===== src/rtl/lsu_pkg.sv =====
// lsu_pkg: shared types and lane helpers for the load/store memory port.
//   size_e       - request access size (byte, half, word, illegal)
//   state_e      - controller states
//   lane_extract - pick a byte or half lane from a word and sign/zero extend it
//   lane_merge   - insert store data into the selected lane of a word
package lsu_pkg;

  typedef enum logic [1:0] {
    SZ_B   = 2'd0,
    SZ_H   = 2'd1,
    SZ_W   = 2'd2,
    SZ_ILL = 2'd3
  } size_e;

  typedef enum logic [2:0] {
    IDLE   = 3'd0,
    RD     = 3'd1,
    RMW_RD = 3'd2,
    WR     = 3'd3,
    RESP   = 3'd4
  } state_e;

  function automatic logic [31:0] lane_extract(input logic [31:0] word,
                                               input logic [1:0]  off,
                                               input size_e       size,
                                               input logic        uns);
    logic [7:0]  b;
    logic [15:0] h;
    logic [31:0] r;
    b = word[{off, 3'b000} +: 8];
    h = word[{off[1], 4'b0000} +: 16];
    case (size)
      SZ_B:    r = {{24{b[7] & ~uns}}, b};
      SZ_H:    r = {{16{h[15] & ~uns}}, h};
      default: r = word;
    endcase
    return r;
  endfunction

  function automatic logic [31:0] lane_merge(input logic [31:0] word,
                                             input logic [31:0] data,
                                             input logic [1:0]  off,
                                             input size_e       size);
    logic [31:0] r;
    r = word;
    case (size)
      SZ_B:    r[{off, 3'b000} +: 8]     = data[7:0];
      SZ_H:    r[{off[1], 4'b0000} +: 16] = data[15:0];
      default: r = data;
    endcase
    return r;
  endfunction

endpackage


===== src/rtl/lsu_lane_align.sv =====
// lsu_lane_align: combinational lane handling for the memory port.
//   rd_word     in  word read from memory
//   wdata       in  right-aligned store data
//   off         in  byte offset within the word
//   size        in  access size
//   uns         in  zero-extend instead of sign-extend
//   ext_data    out extended load result
//   merged_data out rd_word with wdata inserted into the addressed lane
module lsu_lane_align
  import lsu_pkg::*;
(
  input  logic [31:0] rd_word,
  input  logic [31:0] wdata,
  input  logic [1:0]  off,
  input  size_e       size,
  input  logic        uns,
  output logic [31:0] ext_data,
  output logic [31:0] merged_data
);

  always_comb begin
    ext_data    = lane_extract(rd_word, off, size, uns);
    merged_data = lane_merge(rd_word, wdata, off, size);
  end

endmodule


===== src/rtl/lsu_mem_port.sv =====
// lsu_mem_port: turns byte/half/word load-store requests into word-wide
// memory transactions; sub-word stores are done as read-modify-write.
//   clk, rst                          clock, async active-low reset
//   req_valid/req_ready               request handshake
//   req_we/req_size/req_unsigned      request kind
//   req_addr/req_wdata                byte address, right-aligned store data
//   resp_valid/resp_ready             response handshake
//   resp_rdata/resp_err               extended load data / misalign-illegal flag
//   mem_read/mem_write/mem_addr       memory strobes and word-aligned address
//   mem_wdata/mem_data                memory write and read data
//
// state  | meaning
// IDLE   | ready for a request
// RD     | load read, waiting READ_LATENCY cycles for mem_data
// RMW_RD | read half of a sub-word store
// WR     | single-cycle memory write
// RESP   | response presented until resp_ready
module lsu_mem_port
  import lsu_pkg::*;
#(
  parameter int READ_LATENCY = 1,
  parameter int ADDR_W       = 32
) (
  input  logic              clk,
  input  logic              rst,
  input  logic              req_valid,
  output logic              req_ready,
  input  logic              req_we,
  input  logic [1:0]        req_size,
  input  logic              req_unsigned,
  input  logic [ADDR_W-1:0] req_addr,
  input  logic [31:0]       req_wdata,
  output logic              resp_valid,
  input  logic              resp_ready,
  output logic [31:0]       resp_rdata,
  output logic              resp_err,
  output logic              mem_read,
  output logic              mem_write,
  output logic [ADDR_W-1:0] mem_addr,
  output logic [31:0]       mem_wdata,
  input  logic [31:0]       mem_data
);

  // Counter holds the remaining read cycles minus one; capture happens at 0.
  localparam logic [1:0] CNT_INIT = 2'(READ_LATENCY - 1);

  state_e            state_q, state_d;
  size_e             size_q, size_d;
  logic              uns_q, uns_d;
  logic [ADDR_W-1:0] addr_q, addr_d;
  logic [31:0]       wdata_q, wdata_d;
  logic [31:0]       rdata_q, rdata_d;
  logic              err_q, err_d;
  logic [31:0]       mem_wdata_q, mem_wdata_d;
  logic [1:0]        cnt_q, cnt_d;

  logic [31:0]       ext_data;
  logic [31:0]       merged_data;
  logic              req_bad;

  lsu_lane_align u_align (
    .rd_word     (mem_data),
    .wdata       (wdata_q),
    .off         (addr_q[1:0]),
    .size        (size_q),
    .uns         (uns_q),
    .ext_data    (ext_data),
    .merged_data (merged_data)
  );

  always_ff @(posedge clk or negedge rst) begin
    if (!rst) begin
      state_q     <= IDLE;
      size_q      <= SZ_B;
      uns_q       <= 1'b0;
      addr_q      <= '0;
      wdata_q     <= '0;
      rdata_q     <= '0;
      err_q       <= 1'b0;
      mem_wdata_q <= '0;
      cnt_q       <= '0;
    end else begin
      state_q     <= state_d;
      size_q      <= size_d;
      uns_q       <= uns_d;
      addr_q      <= addr_d;
      wdata_q     <= wdata_d;
      rdata_q     <= rdata_d;
      err_q       <= err_d;
      mem_wdata_q <= mem_wdata_d;
      cnt_q       <= cnt_d;
    end
  end

  always_comb begin
    req_bad = (req_size == 2'd3)
            | ((req_size == 2'd1) & req_addr[0])
            | ((req_size == 2'd2) & (|req_addr[1:0]));
  end

  always_comb begin
    state_d     = state_q;
    size_d      = size_q;
    uns_d       = uns_q;
    addr_d      = addr_q;
    wdata_d     = wdata_q;
    rdata_d     = rdata_q;
    err_d       = err_q;
    mem_wdata_d = mem_wdata_q;
    cnt_d       = cnt_q;
    case (state_q)
      IDLE: begin
        if (req_valid) begin
          size_d  = size_e'(req_size);
          uns_d   = req_unsigned;
          addr_d  = req_addr;
          wdata_d = req_wdata;
          rdata_d = '0;
          err_d   = 1'b0;
          cnt_d   = CNT_INIT;
          if (req_bad) begin
            err_d   = 1'b1;
            state_d = RESP;
          end else if (!req_we) begin
            state_d = RD;
          end else if (req_size == 2'd2) begin
            mem_wdata_d = req_wdata;
            state_d     = WR;
          end else begin
            state_d = RMW_RD;
          end
        end
      end
      RD: begin
        if (cnt_q == 2'd0) begin
          rdata_d = ext_data;
          state_d = RESP;
        end else begin
          cnt_d = cnt_q - 2'd1;
        end
      end
      RMW_RD: begin
        if (cnt_q == 2'd0) begin
          mem_wdata_d = merged_data;
          state_d     = WR;
        end else begin
          cnt_d = cnt_q - 2'd1;
        end
      end
      WR:      state_d = RESP;
      RESP:    if (resp_ready) state_d = IDLE;
      default: state_d = IDLE;
    endcase
  end

  always_comb begin
    req_ready  = (state_q == IDLE);
    resp_valid = (state_q == RESP);
    resp_rdata = rdata_q;
    resp_err   = err_q;
    mem_read   = (state_q == RD) || (state_q == RMW_RD);
    mem_write  = (state_q == WR);
    mem_addr   = {addr_q[ADDR_W-1:2], 2'b00};
    mem_wdata  = mem_wdata_q;
  end

endmodule


===== config.mk =====
export PLATFORM = sky130hd
export DESIGN_NAME = lsu_mem_port
export DESIGN_NICKNAME = d
export VERILOG_FILES = /design/src/rtl/lsu_pkg.sv /design/src/rtl/lsu_lane_align.sv /design/src/rtl/lsu_mem_port.sv
export SDC_FILE = /design/constraint.sdc
export NUM_CORES = 1
export LEC_CHECK = 0
export ABC_AREA = 1
export CORE_ASPECT_RATIO = 1.75
export CORE_UTILIZATION = 54
export CTS_CLUSTER_SIZE = 25
export DETAILED_ROUTE_END_ITERATION = 10
export PLACE_DENSITY = 0.86
export RECOVER_POWER = 100
export SLEW_MARGIN = 20
export SYNTH_ARGS = -nofsm -noshare
export SYNTH_HDL_FRONTEND = slang
export SYNTH_SLANG_ARGS = --single-unit

===== constraint.sdc =====
create_clock -name clk -period 3.23 [get_ports clk]
set_clock_uncertainty 0.15 [all_clocks]
set_input_delay 0.646 -clock clk [delete_from_list [all_inputs] [get_ports clk]]
set_output_delay 0.646 -clock clk [all_outputs]
set_load 0.1 [all_outputs]

==> flow_summary.ini <==
[outcome]
status = complete, no violations

[min_path]
hold_path.class = reg -> reg
whs_path_depth = 2

[synthesis]
synth_compound_area_frac = 0.120
ys_warn_count = 0
synth_area_leaders = dfrtp_1, nand2_1, a21oi_1
synth-xor-area-share = 0
yosys.area.top_type = dfrtp_1
synthAdderAreaFrac = 0.00924
synth.mux.area_fraction = 0
synth.ff_latch_count = 137
syn_area_per_cell_um2 = 6.69
synth-simple-area-share = 0.336
synth.top_cell.area_share = 0.422
syn_inst = 1214
yosysSeqAreaShare = 0.422
synth_top_family_by_area = simple AND/OR/NAND/NOR gates
syn_area_um2 = 8130
synth.distinct_cells = 27

[detailed_routing]
initialDrtViolationCount = 717
first_pass_iters = 7
avgRoutedWirePerCell_um = 16.7
drtAntennaViolNets = 0
viasPerCell = 5.46
totalWireLength_mm = 25.9
vias = 8473
drc = 0

[worst_setup_path]
crit_fanout = 6
end_kind = output pin
slowest_stage = clkbuf_1
cp.arrival_ns = 2.01
max_stage_delay_ns = 0.87
path_cells = inv_2, nand2_1, nor2_1, clkbuf_1
path_class = reg -> out
crit_required_ns = 2.43
cp-start-kind = register
r2r_cells = 5

[timing]
relSlewSlack = 0.0924
hold_viol = 0
tightest_slew_ns = 1.36
clock.fmax_mhz = 357
setup_violations = 0
finalCritPeriodShare = 0.868
maxSlewViolCount = 0
fin_crit_ns = 2.80
setup_tns_ns = 0
rsz0062_at_grt = false

[die]
num_io_pins = 205
dieWidth_um = 94.7
core_area_um2 = 14800
start_util = 0.550
die_area_um2 = 15600
num_rows = 59
die_y_um = 164

[clock_tree]
cts_buffer_depth = 2
cts_buffers = 17
post-cts-setup-buffer-count = 0
cts-root-buf = clkbuf_16
cts_hold_buf = 0
clock-sinks = 137
clkSlewWorstSetupHoldPaths_ns = 0.07
cts_tree = built
cts_max_level = 4
cts_resized = 0
clk_latency_ns = 0.43

[global_route]
grt_max_degree = 60
grt_overflow = 0
grt_antenna_before_repair = 0
grt_pass1_wl_mm = 40.3
first_global_vias = 8018
grt_usage = 0.342

[cells_and_area]
synthToLayoutAreaGrowth_pct = 22.4
nNetsFinal = 1467
drive_above_1_share = 0.0423
layout_common_cells = nand2_1, dfrtp_1, clkdlybuf4s50_1
mostFrequentLayoutCell = nand2_1
diodes = 0

[flow_run]
maxCapViolations = 0

[placed_design]
io_buffers = 202
gp_congestion = 0.989
dp_hpwl_mm = 19.2
==> layout make-up <==
type	count	area, µm²
multi-input cells	884	3780
inverters	99	374
flip-flops and latches	137	3430
clock inverters	15	164
clock buffers	17	425
fillers	1393	4820
well taps	183	229
repair buffers	218	1540
==> final timing paths <==
path	from	end	slack (ns)
worst max-delay path	state_q[2]	mem_write	0.43
worst min-delay path	addr_q[25]	addr_q[25]	0.33
worst max register to register	state_q[0]	wdata_q[1]	0.66
worst min register to register	addr_q[25]	addr_q[25]	0.33
max in group asynchronous	rst	wdata_q[29]	1.22
min in group asynchronous	rst	addr_q[4]	0.37
==> logic make-up (layout without fill, tap and decap cells) <==
group / Yosys count / after routing
AOI/OAI and AO/OA: 186 / 186
adders and majority gates: 6 / 6
other: 1 / 2
DFF: 137 / 137
buffers and inverters: 194 / 349
and+or+nand+nor: 690 / 690
==> cells in the mapped netlist <==
cell type,number
nand2_1,562
dfrtp_1,137
inv_1,91
a21oi_1,87
o21ai_0,81
nand3_1,75
nor2_1,43
buf_4,40
clkbuf_1,29
buf_2,25
o211ai_1,12
ha_1,6
inv_2,6
o221ai_1,4
a31oi_1,2
nand3b_1,2
nor3_1,2
buf_1,1
clkinv_1,1
conb_1,1
inv_4,1
nand2_2,1
nand3_2,1
nand4_2,1
nor2_2,1
nor2_4,1
nor3_2,1
==> through the flow <==
step,std cells,area (µm²),hold WS (ns),util,setup slack [ns]
after floorplan,1215,8130,0.200,-,0.264
after global placement,1521,9750,0.313,0.660,0.822
after detailed placement,1521,9750,0.316,0.660,0.739
after CTS,1553,10300,0.0300,0.700,0.707
after global routing,1553,9940,0.349,0.673,0.349
final,1553,9940,0.327,0.673,0.425
==> flip-flops by register name, summed over array words and instances (netlist names) <==
signal and cells:
resp_err 1, state_q 3, addr_q 32, uns_q 1, wdata_q 32, cnt_q 2, resp_rdata 32, mem_wdata 32
size_q 2
==> metal layers <==
| layer | up-vias | part of all wire | track usage |
|---|---|---|---|
| met1 | 3862 | 0.37 | 0.392 |
| met2 | 449 | 0.50 | 0.583 |
| met3 | 99 | 0.067 | 0.0463 |
| li1 | 4063 | - | - |
| met5 | - | 0 | 0 |
| met4 | 0 | 0.066 | 0.227 |
==> worst max-delay path, delay by kind of cell (launching register included) <==
| kind | cells | cell delay, ns |
|---|---|---|
| buffers and inverters | 2 | 0.99 |
| flip-flops | 1 | 0.41 |
| AND/OR/NAND/NOR | 2 | 0.18 |
Power is left out: the tool's default activity adds up to more than one toggle a clock period on the data nets, which glitch-free logic cannot reach.
